<file path="src/rtl/mole_led_output_pkg.sv">
// Shared constants, key range and FSM encoding for the whack-a-mole LED output block.
// Key indices are 1-based on the wire; LED bit (key-1) lights the matching mole.
package mole_led_output_pkg;

    localparam int NUM_KEYS      = 11;
    localparam int CYCLES_PER_MS = 1000;

    localparam logic [3:0] KEY_MIN = 4'd1;
    localparam logic [3:0] KEY_MAX = 4'd11;

    localparam logic [1:0] ST_IDLE = 2'd0;
    localparam logic [1:0] ST_SHOW = 2'd1;
    localparam logic [1:0] ST_DONE = 2'd2;

    function automatic logic key_valid(input logic [3:0] key);
        return (key >= KEY_MIN) && (key <= KEY_MAX);
    endfunction

endpackage

</file>
<file path="src/rtl/mole_led_output_ms_tick_gen.sv">
// Millisecond prescaler: counts 0..CYCLES_PER_MS-1 and wraps; tick marks the last count.
// clear holds the count at zero so a new display starts on a full millisecond.
module ms_tick_gen #(
    parameter int CYCLES_PER_MS = mole_led_output_pkg::CYCLES_PER_MS
) (
    input  logic clk_1mhz,
    input  logic rst,
    input  logic clear,
    output logic tick
);

    localparam int CNT_W = (CYCLES_PER_MS > 1) ? $clog2(CYCLES_PER_MS) : 1;
    localparam logic [CNT_W-1:0] CNT_MAX = CNT_W'(CYCLES_PER_MS - 1);

    logic [CNT_W-1:0] cnt;

    always_ff @(posedge clk_1mhz or posedge rst) begin
        if (rst) begin
            cnt <= '0;
        end else if (clear || tick) begin
            cnt <= '0;
        end else begin
            cnt <= cnt + CNT_W'(1);
        end
    end

    assign tick = (cnt == CNT_MAX);

endmodule

</file>
<file path="src/rtl/mole_led_output.sv">
// Lights one mole LED for a requested number of ms, ending early on a matching key hit.
// Single outstanding request: show_ready is low from acceptance until the DONE cycle has passed.
module mole_led_output #(
    parameter int NUM_KEYS      = mole_led_output_pkg::NUM_KEYS,
    parameter int CYCLES_PER_MS = mole_led_output_pkg::CYCLES_PER_MS
) (
    input  logic                clk_1mhz,
    input  logic                rst,
    input  logic                show_valid,
    input  logic [3:0]          show_value,
    input  logic [9:0]          show_ms,
    output logic                show_ready,
    input  logic                hit_pressed,
    input  logic [3:0]          hit_value,
    output logic [NUM_KEYS-1:0] led_out,
    output logic                done_pulse,
    output logic                done_hit,
    output logic                err_pulse
);
    import mole_led_output_pkg::*;

    localparam logic [NUM_KEYS-1:0] LED_ONE = {{(NUM_KEYS-1){1'b0}}, 1'b1};

    logic [1:0] state;
    logic [3:0] cur_key;
    logic [9:0] ms_left;
    logic       tick;
    logic       clear_ps;
    logic       hit_match;
    logic       timeout;

    // Prescaler only runs while showing, so every display starts at count 0.
    assign clear_ps  = (state != ST_SHOW);
    assign hit_match = (state == ST_SHOW) && hit_pressed && (hit_value == cur_key);
    assign timeout   = (state == ST_SHOW) && tick && (ms_left == 10'd1);

    ms_tick_gen #(
        .CYCLES_PER_MS (CYCLES_PER_MS)
    ) u_ms_tick_gen (
        .clk_1mhz (clk_1mhz),
        .rst      (rst),
        .clear    (clear_ps),
        .tick     (tick)
    );

    always_ff @(posedge clk_1mhz or posedge rst) begin
        if (rst) begin
            state      <= ST_IDLE;
            led_out    <= '0;
            cur_key    <= '0;
            ms_left    <= '0;
            show_ready <= 1'b0;
            done_pulse <= 1'b0;
            done_hit   <= 1'b0;
            err_pulse  <= 1'b0;
        end else begin
            done_pulse <= 1'b0;
            err_pulse  <= 1'b0;
            case (state)
                ST_IDLE: begin
                    led_out <= '0;
                    if (show_valid && key_valid(show_value)) begin
                        led_out    <= LED_ONE << (show_value - KEY_MIN);
                        cur_key    <= show_value;
                        ms_left    <= (show_ms == 10'd0) ? 10'd1 : show_ms;
                        show_ready <= 1'b0;
                        state      <= ST_SHOW;
                    end else begin
                        show_ready <= 1'b1;
                        err_pulse  <= show_valid;
                    end
                end
                ST_SHOW: begin
                    show_ready <= 1'b0;
                    // A hit on the final tick still counts as a hit.
                    if (hit_match || timeout) begin
                        led_out    <= '0;
                        done_pulse <= 1'b1;
                        done_hit   <= hit_match;
                        state      <= ST_DONE;
                    end else if (tick) begin
                        ms_left <= ms_left - 10'd1;
                    end
                end
                ST_DONE: begin
                    led_out    <= '0;
                    show_ready <= 1'b1;
                    state      <= ST_IDLE;
                end
                default: begin
                    led_out    <= '0;
                    show_ready <= 1'b0;
                    state      <= ST_IDLE;
                end
            endcase
        end
    end

endmodule

</file>
<file path="config.mk">
export PLATFORM = sky130hd
export DESIGN_NAME = mole_led_output
export DESIGN_NICKNAME = d
export VERILOG_FILES = /design/src/rtl/mole_led_output_pkg.sv /design/src/rtl/mole_led_output_ms_tick_gen.sv /design/src/rtl/mole_led_output.sv
export SDC_FILE = /design/constraint.sdc
export NUM_CORES = 1
export LEC_CHECK = 0
export CORE_MARGIN = 4
export CORE_UTILIZATION = 40
export CTS_BUF_LIST = sky130_fd_sc_hd__clkbuf_4 sky130_fd_sc_hd__clkbuf_8 sky130_fd_sc_hd__clkbuf_16
export DETAILED_ROUTE_END_ITERATION = 16
export PLACE_DENSITY = 0.73
export SLEW_MARGIN = 5
export SYNTH_ARGS = -nofsm -noshare
export SYNTH_HDL_FRONTEND = slang
export SYNTH_HIERARCHICAL = 1
export SYNTH_SLANG_ARGS = --single-unit
</file>
<file path="constraint.sdc">
create_clock -name clk_1mhz -period 2.9 [get_ports clk_1mhz]
set_input_delay 0.725 -clock clk_1mhz [delete_from_list [all_inputs] [get_ports clk_1mhz]]
set_output_delay 0.725 -clock clk_1mhz [all_outputs]
set_load 0.02 [all_outputs]
</file>
# [Yosys cells after proc, flatten, opt, wreduce, memory -nomap -nowiden]
# Index checks and enable logic that the tools add are counted.
[classes] n_eq_ne=10 n_reduce_logical=15 n_mux=18 n_shift=1 add_sub_neg=3 magnitude_cmp=2
[op_table] op="$mux 10" count=5
[op_table] op="$mux 11" count=2
[op_table] op="$pmux 11 s2" count=1
[op_table] op="$pmux 10 s2" count=1
[op_table] op="$shl 1x4->11 const A" count=1
[op_table] op="$add 10x1->10 const B" count=1
[op_table] op="$eq 10x1->1 const B" count=1
[op_table] op="$eq 10x10->1 const B" count=1
[op_table] op="$logic_not 10->1" count=1
[op_table] op="$sub 10x1->10 const B" count=1
[op_table] op="$logic_and 1x1->1" count=6
[op_table] op="$ne 2x2->1 const B" count=3
[op_table] op="$reduce_and 2->1" count=3
[op_table] op="$mux 1" count=5
[op_table] op="$eq 4x4->1" count=1
[op_table] op="$ge 4x1->1 const B" count=1
[op_table] op="$le 4x4->1 const B" count=1
[op_table] op="$mux 2" count=2
[op_table] op="$ne 2x1->1 const B" count=2
[op_table] op="$pmux 2 s2" count=1
[op_table] op="$reduce_and 4->1" count=1
[op_table] op="$sub 4x1->4 const B" count=1
[op_table] op="$eq 2x1->1 const B" count=1
[op_table] op="$eq 2x2->1 const B" count=1
[op_table] op="4 further kinds" count=5
[word_totals] out_inout_bits=15 regBits=41

# [Longest topological paths before layout]
# Gate-level depths: netlist of the first run.
[logic_depth] depth_word=6 depth_mapped=9

# [By module]
# Netlist of the first run, hierarchy kept.
[modules_own_cells] module="mole_led_output" n_inst=1 area_each_um2=1666.6 cells_each=156
[modules_own_cells] module="ms_tick_gen" n_inst=1 area_each_um2=545.5 cells_each=57

# [Least setup slack after synthesis of the first run]
# Ideal clock, no wire load.
[synth_timing] path_type="reg-to-reg" start="register u_ms_tick_gen.cnt[0]" end="register ms_left[2]" setup_time_ns=0.118 path_stages_with_launch=9 period_less_slack_ns=2.077 arrival_time_ns=1.959 required_ns=2.782 setup_slack_ns=0.823 cell_sequence="dfrtp_1 ha_1 and4bb_4 and3_2 and3b_1 nand4_4 o211ai_4 a22oi_1 o2bb2a_4"
[synth_via] elab_chain_len=6
[synth_rtl] element="start, declared" line="mole_led_output_ms_tick_gen.sv:15" text="logic [CNT_W-1:0] cnt;"
[synth_rtl] element="start signal, assigned" line="mole_led_output_ms_tick_gen.sv:23" text="cnt <= cnt + CNT_W'(1);"
[synth_rtl] element="$eq 10x10->1 *" line="mole_led_output_ms_tick_gen.sv:27" text="assign tick = (cnt == CNT_MAX);"
[synth_rtl] element="net tick" line="mole_led_output.sv:27" text="logic tick;"
[synth_rtl] element="$logic_and 1x1->1 (2 in series)" line="mole_led_output.sv:35" text="assign timeout = (state == ST_SHOW) && tick && (ms_left == 10'd1);"
[synth_rtl] element="$logic_or 1x1->1" line="mole_led_output.sv:76" text="if (hit_match || timeout) begin"
[synth_rtl] element="$ne 2x2->1 (no line)"
[synth_rtl] element="$reduce_and 4->1 (no line) *"
[synth_rtl] element="end signal, assigned" line="mole_led_output.sv:65" text="ms_left <= (show_ms == 10'd0) ? 10'd1 : show_ms;"
[synth_rtl] element="end signal, assigned" line="mole_led_output.sv:82" text="ms_left <= ms_left - 10'd1;"
[synth_rtl] element="end, declared" line="mole_led_output.sv:26" text="logic [9:0] ms_left;"
# Mark *: on every way through the listed nets, which the timed path passes. The rest lies on a longest branch.
# A chain may end at the register's enable or synchronous reset.

# [Worst setup path after layout of the first run]
[layout_timing] start="register u_ms_tick_gen.cnt[0]" end="register led_out[7]"
[layout_via] elab_chain_len=5
[layout_rtl] element="$eq 10x10->1" line="mole_led_output_ms_tick_gen.sv:27"
[layout_rtl] element="net tick" line="mole_led_output.sv:27"
[layout_rtl] element="$logic_and 1x1->1 (2 in series)" line="mole_led_output.sv:35"
[layout_rtl] element="$logic_or 1x1->1" line="mole_led_output.sv:76"
[layout_rtl] element="$ne 2x1->1 (no line)"
[layout_rtl] element="end signal, assigned" line="mole_led_output.sv:63" text="led_out <= LED_ONE << (show_value - KEY_MIN);"
[layout_rtl] element="end, declared" line="mole_led_output.sv:15" text="output logic [NUM_KEYS-1:0] led_out,"
# The timed path passes the listed nets, and every way through them passes these cells.

==> impl_results.html, run 1 <==
<table>
<tr><th>Metric</th><th>Value</th></tr>
<tr><th colspan="2">Critical path</th></tr>
<tr><td>Maximum fanout along the worst path</td><td>11</td></tr>
<tr><td>Required time at the endpoint of the critical path</td><td>3130 ps</td></tr>
<tr><td>Capture point of the worst reg-to-reg path</td><td>led_out[7]</td></tr>
<tr><td>Sort of element at the start of the critical path</td><td>flip-flop</td></tr>
<tr><td>Family with the most delay on the worst path</td><td>simple AND/OR/NAND/NOR gates</td></tr>
<tr><td>Reg-to-reg startpoint</td><td>u_ms_tick_gen/cnt[0]</td></tr>
<tr><td>Library cell contributing the largest single delay on the critical path</td><td>sky130_fd_sc_hd__nor2_1</td></tr>
<tr><td>Category of the critical setup timing path</td><td>reg -&gt; reg</td></tr>
<tr><td>Arr. time, crit path</td><td>2680 ps</td></tr>
<tr><td>Worst-case reg-to-reg path depth</td><td>8</td></tr>
<tr><td>Crit-path max cell delay</td><td>540 ps</td></tr>
<tr><td>Sum of buffers and inverters on the critical path</td><td>0</td></tr>
<tr><td>CP endpoint kind</td><td>flip-flop</td></tr>
<tr><td>Cells traversed along the worst timing path</td><td>ha_1, and4bb_4, and3_2, and3b_1, nand4_4, o21ai_2, nor2_1, a22o_1</td></tr>
<tr><td>Worst setup path startpoint</td><td>u_ms_tick_gen/cnt[0]</td></tr>
<tr><td>Flop-to-flop setup slack</td><td>460 ps</td></tr>
<tr><th colspan="2">Clock tree</th></tr>
<tr><td>Post-CTS Setup Inserts</td><td>0</td></tr>
<tr><td>Longest Clk Path Bufs</td><td>2</td></tr>
<tr><td>Post-cts resize count</td><td>0</td></tr>
<tr><td>Clock-pin transition on the worst setup and hold timing paths</td><td>80 ps</td></tr>
<tr><td>Number of H-tree levels</td><td>2</td></tr>
<tr><td>Clock buffers created by TritonCTS</td><td>5</td></tr>
<tr><td>CTS tree</td><td>done</td></tr>
<tr><td>Hold buffer count at cts</td><td>0</td></tr>
<tr><td>Clock insertion delay at the later pin of the skew report</td><td>290 ps</td></tr>
<tr><td>Clock root buffer</td><td>sky130_fd_sc_hd__clkbuf_8</td></tr>
<tr><td>CTS Sinks</td><td>41</td></tr>
<tr><th colspan="2">Drt</th></tr>
<tr><td>Mean routed wirelength per cell</td><td>14.8 um</td></tr>
<tr><td>First-pass DRT Iterations</td><td>4</td></tr>
<tr><td>Via count of the routed design</td><td>1763</td></tr>
<tr><td>Wire length after detailed routing</td><td>4.77 mm</td></tr>
<tr><td>DRC violations left</td><td>0</td></tr>
<tr><td>Remaining antenna violation count</td><td>0</td></tr>
<tr><td>Detailed-route vias per instance</td><td>5.48</td></tr>
<tr><td>DRT iter0 DRCs</td><td>94</td></tr>
<tr><th colspan="2">Finish</th></tr>
<tr><td>Fillers</td><td>481</td></tr>
<tr><td>Final net count</td><td>276</td></tr>
<tr><td>Ratio of cells with drive above 1 in the final layout</td><td>0.143</td></tr>
<tr><td>Most common cell after layout, fill and taps aside</td><td>sky130_fd_sc_hd__dfrtp_1</td></tr>
<tr><td>Area growth syn-to-layout</td><td>24.8%</td></tr>
<tr><td>Total area of sequential cells</td><td>1030 sq um</td></tr>
<tr><td>Most used cells in the layout excluding fill and tap cells</td><td>41 x sky130_fd_sc_hd__dfrtp_1, 36 x sky130_fd_sc_hd__clkdlybuf4s50_1, 18 x sky130_fd_sc_hd__nand2_1, 17 x sky130_fd_sc_hd__nor2_1, 13 x sky130_fd_sc_hd__inv_1</td></tr>
<tr><td>Non-Filler Cell Area, Final</td><td>2760 sq um</td></tr>
<tr><td>Multi-input gate area</td><td>1100 sq um</td></tr>
<tr><td>Inserted Diodes</td><td>0</td></tr>
<tr><td>Post-route insts no fill</td><td>322</td></tr>
<tr><th colspan="2">Synth</th></tr>
<tr><td>Top-area cell type share of the netlist area</td><td>0.464</td></tr>
<tr><td>Count of cell types in the netlist</td><td>56</td></tr>
<tr><td>Avg Synthesized Cell Area</td><td>10.4 sq um</td></tr>
<tr><td>Post-synth EDFFs</td><td>0</td></tr>
<tr><td>Top cell type by total area after synthesis</td><td>sky130_fd_sc_hd__dfrtp_1</td></tr>
<tr><td>Synthesized-area fraction occupied by adder cells</td><td>0.0170</td></tr>
<tr><td>Share of synthesized area occupied by flip-flops and latches</td><td>0.464</td></tr>
<tr><td>Total nets after synthesis</td><td>238</td></tr>
<tr><td>Share of synthesized registers carrying an async set or reset</td><td>1.00</td></tr>
<tr><td>Most instantiated flip-flop cell in the synthesis netlist</td><td>sky130_fd_sc_hd__dfrtp_1</td></tr>
<tr><td>Simple-gate share of the synthesized area</td><td>0.214</td></tr>
<tr><td>Total of warnings raised by yosys</td><td>6</td></tr>
<tr><td>Dominant combinational cell family by area after synthesis</td><td>compound AO/OA/AOI/OAI gates</td></tr>
<tr><td>Leading post-synthesis cells by cell area</td><td>sky130_fd_sc_hd__dfrtp_1 46%, sky130_fd_sc_hd__o2bb2a_4 3.6%, sky130_fd_sc_hd__nand2_1 3.1%</td></tr>
<tr><td>Area fraction in compound gates after synthesis</td><td>0.231</td></tr>
<tr><td>Xor/xnor share of the synthesized area</td><td>0.0277</td></tr>
<tr><td>Number of standard cells after synthesis</td><td>213</td></tr>
<tr><td>Flops &amp; latches, synth</td><td>41</td></tr>
<tr><td>Multiplexer share of the synthesized area</td><td>0.00905</td></tr>
<tr><td>Post-Synthesis Cell Area</td><td>2210 sq um</td></tr>
<tr><th colspan="2">Power</th></tr>
<tr><td>Power Density</td><td>751 nW/um^2</td></tr>
<tr><td>VDD IR max</td><td>0.389 mV</td></tr>
<tr><td>Static leakage</td><td>1.13 nW</td></tr>
<tr><th colspan="2">Timing</th></tr>
<tr><td>RSZ-0062 raised after global routing</td><td>false</td></tr>
<tr><td>Number of failing setup endpoints in the final timing report</td><td>0</td></tr>
<tr><td>Final-report max-slew violation count</td><td>0</td></tr>
<tr><td>Min Clock Period, post-route</td><td>2440 ps</td></tr>
<tr><td>Worst slew margin relative to its limit</td><td>0.540</td></tr>
<tr><td>Hold Worst Slack</td><td>498 ps</td></tr>
<tr><td>Final hold violation count</td><td>0</td></tr>
<tr><td>Total negative slack</td><td>0 ps</td></tr>
<tr><td>Worst setup skew after layout</td><td>3.26 ps</td></tr>
<tr><td>Final period util</td><td>0.843</td></tr>
<tr><td>Worst-Margin Slew</td><td>687 ps</td></tr>
<tr><td>Maximum achievable frequency</td><td>409 MHz</td></tr>
<tr><th colspan="2">Global route</th></tr>
<tr><td>Initial antenna violation count</td><td>0</td></tr>
<tr><td>Pin count of the biggest net entering global routing</td><td>32</td></tr>
<tr><td>GRT Util Overall</td><td>0.156</td></tr>
<tr><td>Congestion Overflow GR</td><td>0</td></tr>
<tr><td>Number of global-route vias before repair</td><td>1722</td></tr>
<tr><td>First-pass GRT wire length</td><td>8.16 mm</td></tr>
<tr><th colspan="2">Die</th></tr>
<tr><td>Starting density of the core</td><td>0.422</td></tr>
<tr><td>Number of top-level pins</td><td>37</td></tr>
<tr><td>Die width</td><td>82.4 um</td></tr>
<tr><td>Row count</td><td>26</td></tr>
<tr><td>Core footprint</td><td>5240 sq um</td></tr>
<tr><td>DIE HEIGHT</td><td>82.4 um</td></tr>
<tr><td>Die area</td><td>6780 sq um</td></tr>
<tr><th colspan="2">Hold path</th></tr>
<tr><td>Hold crit path type</td><td>reg -&gt; reg</td></tr>
<tr><td>Hold Crit Start</td><td>led_out[4]</td></tr>
<tr><td>Hold path endpoint</td><td>led_out[4]</td></tr>
<tr><td>Count of cells along the worst hold path</td><td>1</td></tr>
<tr><th colspan="2">Place</th></tr>
<tr><td>Global placement routability congestion</td><td>0.859</td></tr>
<tr><td>Area of placed instances</td><td>2640 sq um</td></tr>
<tr><td>IO Port Bufs</td><td>36</td></tr>
<tr><td>Placed insts</td><td>314</td></tr>
<tr><td>Detailed Place HPWL</td><td>3.49 mm</td></tr>
<tr><th colspan="2">Job</th></tr>
<tr><td>Max-cap check violation count</td><td>0</td></tr>
<tr><th colspan="2">Outcome</th></tr>
<tr><td>Run status</td><td>finished clean</td></tr>
</table>
-- flip-flops by register name, summed over array words and instances, names as in the netlist --
name	count
state	2
err_pulse	1
done_hit	1
show_ready	1
cur_key	4
done_pulse	1
ms_left	10
led_out	11
u_ms_tick_gen/cnt	10
-- power by group --
part / leakage [nW] / switching (mW) / internal, mW
registers: 0.521 / 0.159 / 0.715
clock network: 0.0574 / 0.197 / 0.280
logic: 0.553 / 0.392 / 0.330
total: 1.13 / 0.748 / 1.33
-- layer usage --
layer	global-route usage	vias up	share of wire
li1	-	864	-
met1	0.209	842	0.46
met2	0.249	51	0.46
met3	0.0336	6	0.065
met4	0.0548	0	0.011
met5	0	-	0
-- cells in the mapped netlist (3+ instances only) --
cell type                   number
sky130_fd_sc_hd__inv_1          13
sky130_fd_sc_hd__nand3_1        11
sky130_fd_sc_hd__a21oi_1         6
sky130_fd_sc_hd__nor3_1          3
sky130_fd_sc_hd__ha_1            3
sky130_fd_sc_hd__buf_2           4
sky130_fd_sc_hd__o21ai_0        12
sky130_fd_sc_hd__a31oi_1         6
sky130_fd_sc_hd__o211ai_1        3
sky130_fd_sc_hd__a22oi_2         3
sky130_fd_sc_hd__a32o_1          5
sky130_fd_sc_hd__o22ai_1         3
sky130_fd_sc_hd__nand2_1        18
sky130_fd_sc_hd__xnor2_1         5
sky130_fd_sc_hd__o2bb2a_4        4
sky130_fd_sc_hd__and3_2          3
sky130_fd_sc_hd__nor2_1         17
sky130_fd_sc_hd__o2bb2ai_1       4
sky130_fd_sc_hd__nor4_1          3
sky130_fd_sc_hd__dfrtp_1        41
-- per-stage QoR --
| stage | power, mW | setup slack [ps] | util |
|---|---|---|---|
| 6_report | 2.07 | 456 | 0.527 |
| 5_1_grt | 2.23 | 246 | 0.527 |
| 4_1_cts | 2.10 | 418 | 0.527 |
| 3_5_place_dp | 1.61 | 360 | 0.504 |
| 3_3_place_gp | 1.59 | 422 | 0.504 |
| 2_1_floorplan | 1.41 | 823 | - |
-- worst max path at each step --
stage                            end  slack, ps  depth (start not counted)
after global placement    led_out[0]        420                          6
after CTS                 led_out[7]        420                          8
after detailed placement  led_out[2]        360                          6
after global routing      led_out[7]        250                          8
after floorplan           ms_left[2]        820                          8
final                     led_out[7]        460                          8
-- layout make-up --
class	count	area share
sequential	41	0.372
timing repair buffer	38	0.136
inverter	13	0.0177
clock inverter	2	0.0136
tap	70	0.0317
clock buffer	6	0.0299
multi-input combinational	152	0.399
-- cell families (layout without fill, tap and decap cells) --
family / count (synthesis) / count (layout)
simple gates: 80 / 80
buf+inv: 20 / 59
compound gates: 60 / 60
mux: 2 / 2
flops: 41 / 41
fa+ha+maj: 3 / 3
xor+xnor: 7 / 7
No activity file was read; power rests on OpenSTA's default activity.
==> run 2, diff against run 1 <==
PLACE_DENSITY = 0.75   (was 0.73)
clock period = 2.2 ns   (was 2.9 ns; I/O delays follow)
==> run 2 against run 1 <==
Clock power rose by 29%. Combinational power rose by 51%. Die area did not move. First-iteration DRC count rose by 31%. Sequential cell count did not move. Sequential power rose by 28%. Critical path depth rose by 1. Hold slack improved by 1.3 ps. Register-to-register slack got worse by 300 ps. Design area rose by 5.5%. Critical endpoint is now ms_left[3]. Largest power group unchanged. Highest routed layer unchanged.
==> impl_results.html, run 2 (synthesis gave the netlist of run 1 again) <==
<table>
<tr><th>Metric</th><th>Value</th></tr>
<tr><th colspan="2">Die</th></tr>
<tr><td>Row count</td><td>26 (unchanged)</td></tr>
<tr><td>Starting density of the core</td><td>0.422 (unchanged)</td></tr>
<tr><td>Die width</td><td>82.4 um (unchanged)</td></tr>
<tr><td>Core footprint</td><td>5240 sq um (unchanged)</td></tr>
<tr><td>Number of top-level pins</td><td>37 (unchanged)</td></tr>
<tr><td>Die area</td><td>6780 sq um (unchanged)</td></tr>
<tr><td>DIE HEIGHT</td><td>82.4 um (unchanged)</td></tr>
<tr><th colspan="2">Global route</th></tr>
<tr><td>Number of global-route vias before repair</td><td>1849 (+7.4%)</td></tr>
<tr><td>GRT Util Overall</td><td>0.165 (+0.00872)</td></tr>
<tr><td>Initial antenna violation count</td><td>0 (unchanged)</td></tr>
<tr><td>Pin count of the biggest net entering global routing</td><td>32 (unchanged)</td></tr>
<tr><td>First-pass GRT wire length</td><td>8.62 mm (+5.6%)</td></tr>
<tr><td>Congestion Overflow GR</td><td>0 (unchanged)</td></tr>
<tr><th colspan="2">Power</th></tr>
<tr><td>Clock network fraction of total power</td><td>0.218 (-0.012)</td></tr>
<tr><td>Internal Pwr Total</td><td>1.80 mW (+36%)</td></tr>
<tr><td>Combinational share of power</td><td>0.385 (+0.037)</td></tr>
<tr><td>Static leakage</td><td>1.23 nW (+8.6%)</td></tr>
<tr><td>Power Density</td><td>970 nW/um^2 (+29%)</td></tr>
<tr><td>Switching power of the nets</td><td>1.02 mW (+37%)</td></tr>
<tr><td>VDD IR max</td><td>0.446 mV (+15%)</td></tr>
<tr><td>Overall power of the completed layout</td><td>2.83 mW (+36%)</td></tr>
<tr><td>Switch share</td><td>0.363 (+0.00208)</td></tr>
<tr><td>Sequential cell fraction of total power</td><td>0.397 (-0.025)</td></tr>
<tr><th colspan="2">Critical path</th></tr>
<tr><td>CP endpoint kind</td><td>flip-flop</td></tr>
<tr><td>Family with the most delay on the worst path</td><td>simple AND/OR/NAND/NOR gates</td></tr>
<tr><td>Arr. time, crit path</td><td>2230 ps (-450 ps)</td></tr>
<tr><td>Total number of cells along the worst setup path</td><td>9 (+1)</td></tr>
<tr><td>Required time at the endpoint of the critical path</td><td>2390 ps (-740 ps)</td></tr>
<tr><td>Capture point of the worst reg-to-reg path</td><td>ms_left[3]</td></tr>
<tr><td>Worst-case reg-to-reg path depth</td><td>9 (+1)</td></tr>
<tr><td>Crit-path max cell delay</td><td>390 ps (-150 ps)</td></tr>
<tr><td>Library cell contributing the largest single delay on the critical path</td><td>sky130_fd_sc_hd__dfrtp_1</td></tr>
<tr><td>Sort of element at the start of the critical path</td><td>flip-flop</td></tr>
<tr><td>Cells traversed along the worst timing path</td><td>ha_1, and4bb_4, and3_2, and3b_1, nand4_4, o211ai_4, buf_12, and2_4, o22a_1</td></tr>
<tr><td>Flop-to-flop setup slack</td><td>150 ps (-300 ps)</td></tr>
<tr><td>Maximum fanout along the worst path</td><td>10 (-1)</td></tr>
<tr><td>Sum of buffers and inverters on the critical path</td><td>1 (+1)</td></tr>
<tr><td>Reg-to-reg startpoint</td><td>u_ms_tick_gen/cnt[0]</td></tr>
<tr><td>Category of the critical setup timing path</td><td>reg -&gt; reg</td></tr>
<tr><th colspan="2">Timing</th></tr>
<tr><td>Worst slew margin relative to its limit</td><td>0.705 (+0.164)</td></tr>
<tr><td>Worst-Margin Slew</td><td>439 ps (-248 ps)</td></tr>
<tr><td>Final period util</td><td>0.931 (+0.0885)</td></tr>
<tr><td>Hold Worst Slack</td><td>499 ps (+1.29 ps)</td></tr>
<tr><td>Final-report max-slew violation count</td><td>0 (unchanged)</td></tr>
<tr><td>Worst setup skew after layout</td><td>8.49 ps (+5.23 ps)</td></tr>
<tr><td>Maximum achievable frequency</td><td>488 MHz (+19%)</td></tr>
<tr><td>Number of failing setup endpoints in the final timing report</td><td>0 (unchanged)</td></tr>
<tr><td>Min Clock Period, post-route</td><td>2050 ps (-395 ps)</td></tr>
<tr><td>RSZ-0062 raised after global routing</td><td>false</td></tr>
<tr><td>Final hold violation count</td><td>0 (unchanged)</td></tr>
<tr><td>Fin worst setup slack</td><td>151 ps (-305 ps)</td></tr>
<tr><th colspan="2">Drt</th></tr>
<tr><td>First-pass DRT Iterations</td><td>4 (unchanged)</td></tr>
<tr><td>Via count of the routed design</td><td>1866 (+5.8%)</td></tr>
<tr><td>Remaining antenna violation count</td><td>0 (unchanged)</td></tr>
<tr><td>Wire length after detailed routing</td><td>4.93 mm (+3.3%)</td></tr>
<tr><td>DRC violations left</td><td>0 (unchanged)</td></tr>
<tr><td>Mean routed wirelength per cell</td><td>14.5 um (-2.4%)</td></tr>
<tr><td>Detailed-route vias per instance</td><td>5.47 (about the same)</td></tr>
<tr><td>DRT iter0 DRCs</td><td>123 (+31%)</td></tr>
<tr><th colspan="2">Place</th></tr>
<tr><td>Global placement routability congestion</td><td>0.814 (-5.3%)</td></tr>
<tr><td>Detailed Place HPWL</td><td>3.70 mm (+5.9%)</td></tr>
<tr><td>Placed insts</td><td>333 (+6.1%)</td></tr>
<tr><td>Pre-CTS WS</td><td>-93.2 ps (-453 ps)</td></tr>
<tr><td>IO Port Bufs</td><td>36 (unchanged)</td></tr>
<tr><th colspan="2">Clock tree</th></tr>
<tr><td>Clock insertion delay at the later pin of the skew report</td><td>300 ps (about the same)</td></tr>
<tr><td>Longest Clk Path Bufs</td><td>2 (unchanged)</td></tr>
<tr><td>Clock buffers created by TritonCTS</td><td>5 (unchanged)</td></tr>
<tr><td>CTS tree</td><td>done</td></tr>
<tr><td>Post-CTS Setup Inserts</td><td>0 (unchanged)</td></tr>
<tr><td>Clock-pin transition on the worst setup and hold timing paths</td><td>90 ps (about the same)</td></tr>
<tr><td>Number of H-tree levels</td><td>2 (unchanged)</td></tr>
<tr><td>Clock root buffer</td><td>sky130_fd_sc_hd__clkbuf_8</td></tr>
<tr><td>CTS Sinks</td><td>41 (unchanged)</td></tr>
<tr><th colspan="2">Outcome</th></tr>
<tr><td>Run status</td><td>finished clean</td></tr>
<tr><th colspan="2">Finish</th></tr>
<tr><td>Post-route insts no fill</td><td>341 (+5.9%)</td></tr>
<tr><td>Most common cell after layout, fill and taps aside</td><td>sky130_fd_sc_hd__dfrtp_1</td></tr>
<tr><td>Most used cells in the layout excluding fill and tap cells</td><td>41 x sky130_fd_sc_hd__dfrtp_1, 36 x sky130_fd_sc_hd__clkdlybuf4s50_1, 20 x sky130_fd_sc_hd__buf_4, 18 x sky130_fd_sc_hd__nand2_1, 16 x sky130_fd_sc_hd__nor2_1</td></tr>
<tr><td>Largest regs</td><td>led_out (11), ms_left (10), u_ms_tick_gen/cnt (10)</td></tr>
<tr><td>Ratio of cells with drive above 1 in the final layout</td><td>0.207 (+0.0638)</td></tr>
<tr><td>Fillers</td><td>462 (-4.0%)</td></tr>
<tr><td>Final net count</td><td>295 (+6.9%)</td></tr>
<tr><td>Largest register by flop count</td><td>led_out</td></tr>
<tr><td>Area growth syn-to-layout</td><td>31.7%</td></tr>
<tr><td>Inserted Diodes</td><td>0 (unchanged)</td></tr>
<tr><td>Number of flip-flops in the largest register</td><td>11 (unchanged)</td></tr>
<tr><th colspan="2">Hold path</th></tr>
<tr><td>Count of cells along the worst hold path</td><td>1 (unchanged)</td></tr>
<tr><td>Hold Crit Start</td><td>led_out[4]</td></tr>
<tr><td>Hold crit path type</td><td>reg -&gt; reg</td></tr>
<tr><td>Hold path endpoint</td><td>led_out[4]</td></tr>
<tr><th colspan="2">Job</th></tr>
<tr><td>Max-cap check violation count</td><td>0 (unchanged)</td></tr>
</table>
run 2: changes by cell type in the layout (fill, tap and decap cells not counted), sizes merged:
cell / previous run / this run
buf: 2 / 21
clkbuf: 6 / 5
clkinv: 0 / 1
run 2: what timing repair did:
action,in CTS,in global routing
hold buffers,0,0
setup endpoints to repair,11,0
resized for setup,1,0
run 2: metrics by stage:
step           cell area [sq um]  setup TNS, ps   util
2_1_floorplan               2210              0      -
3_3_place_gp                2800          -8.27  0.534
3_5_place_dp                2800           -550  0.534
4_1_cts                     2910              0  0.556
5_1_grt                     2910              0  0.556
6_report                    2910              0  0.556
run 2: power groups by stage:
stage	sequential, mW	clock [mW]	combinational, mW
finish	1.12	0.615	1.09
global route	1.15	0.668	1.21
CTS	1.12	0.627	1.10
detailed placement	1.14	0	1.08
global placement	1.13	0	1.06
floorplan	1.15	0	0.698
run 2: per-layer routing:
metal  routed length (um)  global-route usage  part of all wire
met1                 2270               0.222              0.46
met2                 2330               0.257              0.47
met3                  258              0.0488             0.052
met4                   68              0.0465             0.014
met5                    0                   0                 0
run 2: worst max-delay path by stage:
stage,start,endpoint,slack [ps]
finish,u_ms_tick_gen/cnt[0],ms_left[3],150
global route,u_ms_tick_gen/cnt[0],led_out[7],10
CTS,u_ms_tick_gen/cnt[0],led_out[7],130
detailed placement,hit_value[0],led_out[7],-90
global placement,hit_value[2],led_out[7],-8
floorplan,u_ms_tick_gen/cnt[0],ms_left[2],120
run 2: worst register-to-register path, cell delays in order (launching register included):
cell	delay [ps]
sky130_fd_sc_hd__dfrtp_1	390
sky130_fd_sc_hd__ha_1	220
sky130_fd_sc_hd__and4bb_4	200
sky130_fd_sc_hd__and3_2	200
sky130_fd_sc_hd__and3b_1	220
sky130_fd_sc_hd__nand4_4	110
sky130_fd_sc_hd__o211ai_4	100
sky130_fd_sc_hd__buf_12	150
sky130_fd_sc_hd__and2_4	150
sky130_fd_sc_hd__o22a_1	200
run 2: final cells by class:
class,instances,area (sq um),area share
flip-flops and latches,41,1030,0.352
clock buffers,5,68.8,0.0236
clock inverters,3,46.3,0.0159
inverters,13,48.8,0.0168
repair buffers,57,531,0.182
well taps,70,87.6,0.0301
multi-input cells,152,1100,0.379
==> run 3, diff against run 2 <==
PLACE_DENSITY = default   (was 0.75)
PLACE_DENSITY_LB_ADDON = 0.25   (was default)
REMOVE_ABC_BUFFERS = 1   (was default)
==> run 3 against run 2 <==
Critical path depth is the same. Hold slack worse by 0.82 ps. Cell count unchanged. Die area did not move. Power increased by 0.69%. Largest power group unchanged.
==> impl_results.html, run 3 (synthesis gave the netlist of run 1 again) <==
<table>
<tr><th>Metric</th><th>Value</th></tr>
<tr><th colspan="2">Critical path</th></tr>
<tr><td>Maximum fanout along the worst path</td><td>10 (unchanged)</td></tr>
<tr><td>Required time at the endpoint of the critical path</td><td>2380 ps (about the same)</td></tr>
<tr><td>CP endpoint kind</td><td>flip-flop</td></tr>
<tr><td>Category of the critical setup timing path</td><td>reg -&gt; reg</td></tr>
<tr><td>Sort of element at the start of the critical path</td><td>flip-flop</td></tr>
<tr><td>Arr. time, crit path</td><td>2240 ps (about the same)</td></tr>
<tr><th colspan="2">Finish</th></tr>
<tr><td>Multi-input gate area</td><td>1100 sq um (unchanged)</td></tr>
<tr><td>Largest regs</td><td>led_out (11), ms_left (10), u_ms_tick_gen/cnt (10)</td></tr>
<tr><td>Post-route insts no fill</td><td>341 (unchanged)</td></tr>
<tr><td>Area growth syn-to-layout</td><td>31.9%</td></tr>
<tr><td>Largest register by flop count</td><td>led_out</td></tr>
<tr><td>Non-Filler Cell Area, Final</td><td>2920 sq um (+0.17%)</td></tr>
<tr><td>Most common cell after layout, fill and taps aside</td><td>sky130_fd_sc_hd__dfrtp_1</td></tr>
<tr><td>Number of flip-flops in the largest register</td><td>11 (unchanged)</td></tr>
<tr><td>Most used cells in the layout excluding fill and tap cells</td><td>41 x sky130_fd_sc_hd__dfrtp_1, 36 x sky130_fd_sc_hd__clkdlybuf4s50_1, 20 x sky130_fd_sc_hd__buf_4, 18 x sky130_fd_sc_hd__nand2_1, 16 x sky130_fd_sc_hd__nor2_1</td></tr>
<tr><td>Inserted Diodes</td><td>0 (unchanged)</td></tr>
<tr><td>Total area of sequential cells</td><td>1030 sq um (unchanged)</td></tr>
<tr><td>Fillers</td><td>479 (+3.7%)</td></tr>
<tr><td>Final net count</td><td>295 (unchanged)</td></tr>
<tr><td>Ratio of cells with drive above 1 in the final layout</td><td>0.207 (unchanged)</td></tr>
<tr><th colspan="2">Hold path</th></tr>
<tr><td>Hold crit path type</td><td>reg -&gt; reg</td></tr>
<tr><th colspan="2">Clock tree</th></tr>
<tr><td>Clock buffers created by TritonCTS</td><td>5 (unchanged)</td></tr>
<tr><td>Clock insertion delay at the later pin of the skew report</td><td>300 ps (about the same)</td></tr>
<tr><td>CTS tree</td><td>done</td></tr>
<tr><td>Clock root buffer</td><td>sky130_fd_sc_hd__clkbuf_8</td></tr>
<tr><td>Longest Clk Path Bufs</td><td>2 (unchanged)</td></tr>
<tr><td>Post-CTS Setup Inserts</td><td>0 (unchanged)</td></tr>
<tr><td>Number of H-tree levels</td><td>2 (unchanged)</td></tr>
<tr><td>CTS Sinks</td><td>41 (unchanged)</td></tr>
<tr><td>Clock-pin transition on the worst setup and hold timing paths</td><td>80 ps (about the same)</td></tr>
<tr><th colspan="2">Drt</th></tr>
<tr><td>Wire length after detailed routing</td><td>4.99 mm (+1.3%)</td></tr>
<tr><td>DRT iter0 DRCs</td><td>87 (-29%)</td></tr>
<tr><td>First-pass DRT Iterations</td><td>5 (+1)</td></tr>
<tr><td>Mean routed wirelength per cell</td><td>14.6 um (+1.3%)</td></tr>
<tr><td>DRC violations left</td><td>0 (unchanged)</td></tr>
<tr><td>Via count of the routed design</td><td>1833 (-1.8%)</td></tr>
<tr><td>Remaining antenna violation count</td><td>0 (unchanged)</td></tr>
<tr><td>Detailed-route vias per instance</td><td>5.38 (-1.8%)</td></tr>
<tr><th colspan="2">Die</th></tr>
<tr><td>Die area</td><td>6780 sq um (unchanged)</td></tr>
<tr><td>Die width</td><td>82.4 um (unchanged)</td></tr>
<tr><td>Number of top-level pins</td><td>37 (unchanged)</td></tr>
<tr><td>Row count</td><td>26 (unchanged)</td></tr>
<tr><td>Starting density of the core</td><td>0.422 (unchanged)</td></tr>
<tr><td>Core footprint</td><td>5240 sq um (unchanged)</td></tr>
<tr><td>DIE HEIGHT</td><td>82.4 um (unchanged)</td></tr>
<tr><th colspan="2">Timing</th></tr>
<tr><td>Worst-Margin Slew</td><td>454 ps (+14.4 ps)</td></tr>
<tr><td>Worst setup skew after layout</td><td>11.1 ps (+2.64 ps)</td></tr>
<tr><td>Min Clock Period, post-route</td><td>2060 ps (+10.2 ps)</td></tr>
<tr><td>Final hold violation count</td><td>0 (unchanged)</td></tr>
<tr><td>Maximum achievable frequency</td><td>486 MHz (-0.50%)</td></tr>
<tr><td>RSZ-0062 raised after global routing</td><td>false</td></tr>
<tr><td>Total negative slack</td><td>0 ps (unchanged)</td></tr>
<tr><td>Final period util</td><td>0.936 (+0.00463)</td></tr>
<tr><td>Worst slew margin relative to its limit</td><td>0.697 (-0.00768)</td></tr>
<tr><td>Hold Worst Slack</td><td>498 ps (-0.823 ps)</td></tr>
<tr><td>Final-report max-slew violation count</td><td>0 (unchanged)</td></tr>
<tr><td>Number of failing setup endpoints in the final timing report</td><td>0 (unchanged)</td></tr>
<tr><th colspan="2">Power</th></tr>
<tr><td>Switching power of the nets</td><td>1.02 mW (-0.94%)</td></tr>
<tr><td>Clock network fraction of total power</td><td>0.222 (+0.004)</td></tr>
<tr><td>Static leakage</td><td>1.23 nW (+0.20%)</td></tr>
<tr><td>Switch share</td><td>0.357 (-0.00586)</td></tr>
<tr><td>Sequential cell fraction of total power</td><td>0.396 (about the same)</td></tr>
<tr><td>Overall power of the completed layout</td><td>2.84 mW (+0.69%)</td></tr>
<tr><td>Power Density</td><td>975 nW/um^2 (+0.52%)</td></tr>
<tr><td>VDD IR max</td><td>0.480 mV (+7.5%)</td></tr>
<tr><td>Combinational share of power</td><td>0.382 (-0.003)</td></tr>
<tr><td>Internal Pwr Total</td><td>1.83 mW (+1.6%)</td></tr>
<tr><th colspan="2">Global route</th></tr>
<tr><td>Congestion Overflow GR</td><td>0 (unchanged)</td></tr>
<tr><td>GRT Util Overall</td><td>0.161 (-0.00392)</td></tr>
<tr><td>Number of global-route vias before repair</td><td>1798 (-2.8%)</td></tr>
<tr><td>First-pass GRT wire length</td><td>8.29 mm (-3.8%)</td></tr>
<tr><td>Pin count of the biggest net entering global routing</td><td>32 (unchanged)</td></tr>
<tr><td>Initial antenna violation count</td><td>0 (unchanged)</td></tr>
<tr><th colspan="2">Place</th></tr>
<tr><td>IO Port Bufs</td><td>36 (unchanged)</td></tr>
<tr><td>Global placement routability congestion</td><td>0.794 (-2.5%)</td></tr>
<tr><td>Placed insts</td><td>333 (unchanged)</td></tr>
<tr><td>Detailed Place HPWL</td><td>3.76 mm (+1.8%)</td></tr>
<tr><td>Area of placed instances</td><td>2800 sq um (unchanged)</td></tr>
<tr><th colspan="2">Job</th></tr>
<tr><td>Max-cap check violation count</td><td>0 (unchanged)</td></tr>
<tr><th colspan="2">Outcome</th></tr>
<tr><td>Run status</td><td>finished clean</td></tr>
</table>
run 3: path summary, 6_finish.rpt:
kind                                      startpoint              endpoint  slack [ps]  depth (start not counted)
worst max-delay path            u_ms_tick_gen/cnt[0]            ms_left[5]         140                          9
worst min register to register              state[0]            show_ready         500                          1
worst max register to register  u_ms_tick_gen/cnt[0]            ms_left[5]         140                          9
max in group asynchronous                        rst            ms_left[2]        1250                          3
min in group asynchronous                        rst  u_ms_tick_gen/cnt[3]         570                          2
worst min-delay path                        state[0]            show_ready         500                          1
run 3: final cells by class:
cell class                      count  share of cell area
Inverter                           13              0.0167
Multi-Input combinational cell    152               0.379
Timing Repair Buffer               57               0.182
Clock buffer                        6              0.0283
Clock inverter                      2              0.0129
Tap cell                           70              0.0300
Sequential cell                    41               0.352
run 3: power by group through the flow:
stage	Sequential, mW	Combinational, mW	Clock (mW)
floorplan	1.15	0.662	0
global placement	1.13	1.06	0
detailed placement	1.14	1.09	0
CTS	1.13	1.10	0.658
global route	1.15	1.21	0.680
finish	1.13	1.09	0.632
run 3: through the flow:
step	utilization	setup WS, ps
6_report	0.557	141
3_5_place_dp	0.534	-92.4
2_1_floorplan	-	70.4
5_1_grt	0.557	40.7
3_3_place_gp	0.534	-27.0
4_1_cts	0.557	115
run 3: what timing repair did:
action	in CTS	in global routing
gates resized for setup	1	0
hold buffers	0	0
endpoints found under the setup margin	11	0
endpoints found under the hold margin	0	0
run 3: critical path, stage by stage, from the launching register on:
cell                       delay [ps]
sky130_fd_sc_hd__dfrtp_1          390
sky130_fd_sc_hd__ha_1             210
sky130_fd_sc_hd__and4bb_4         200
sky130_fd_sc_hd__and3_2           200
sky130_fd_sc_hd__and3b_1          220
sky130_fd_sc_hd__nand4_4          110
sky130_fd_sc_hd__o211ai_4         100
sky130_fd_sc_hd__buf_12           160
sky130_fd_sc_hd__and2_4           150
sky130_fd_sc_hd__o22a_1           210
run 3: metal layers:
layer | part of all wire | track usage | wire length (um) | up-vias
met5 | 0 | 0 | 0 | -
met4 | 0.015 | 0.0465 | 76 | 0
met3 | 0.074 | 0.0499 | 369 | 9
met2 | 0.44 | 0.250 | 2200 | 63
met1 | 0.47 | 0.216 | 2350 | 855
li1 | - | - | - | 906
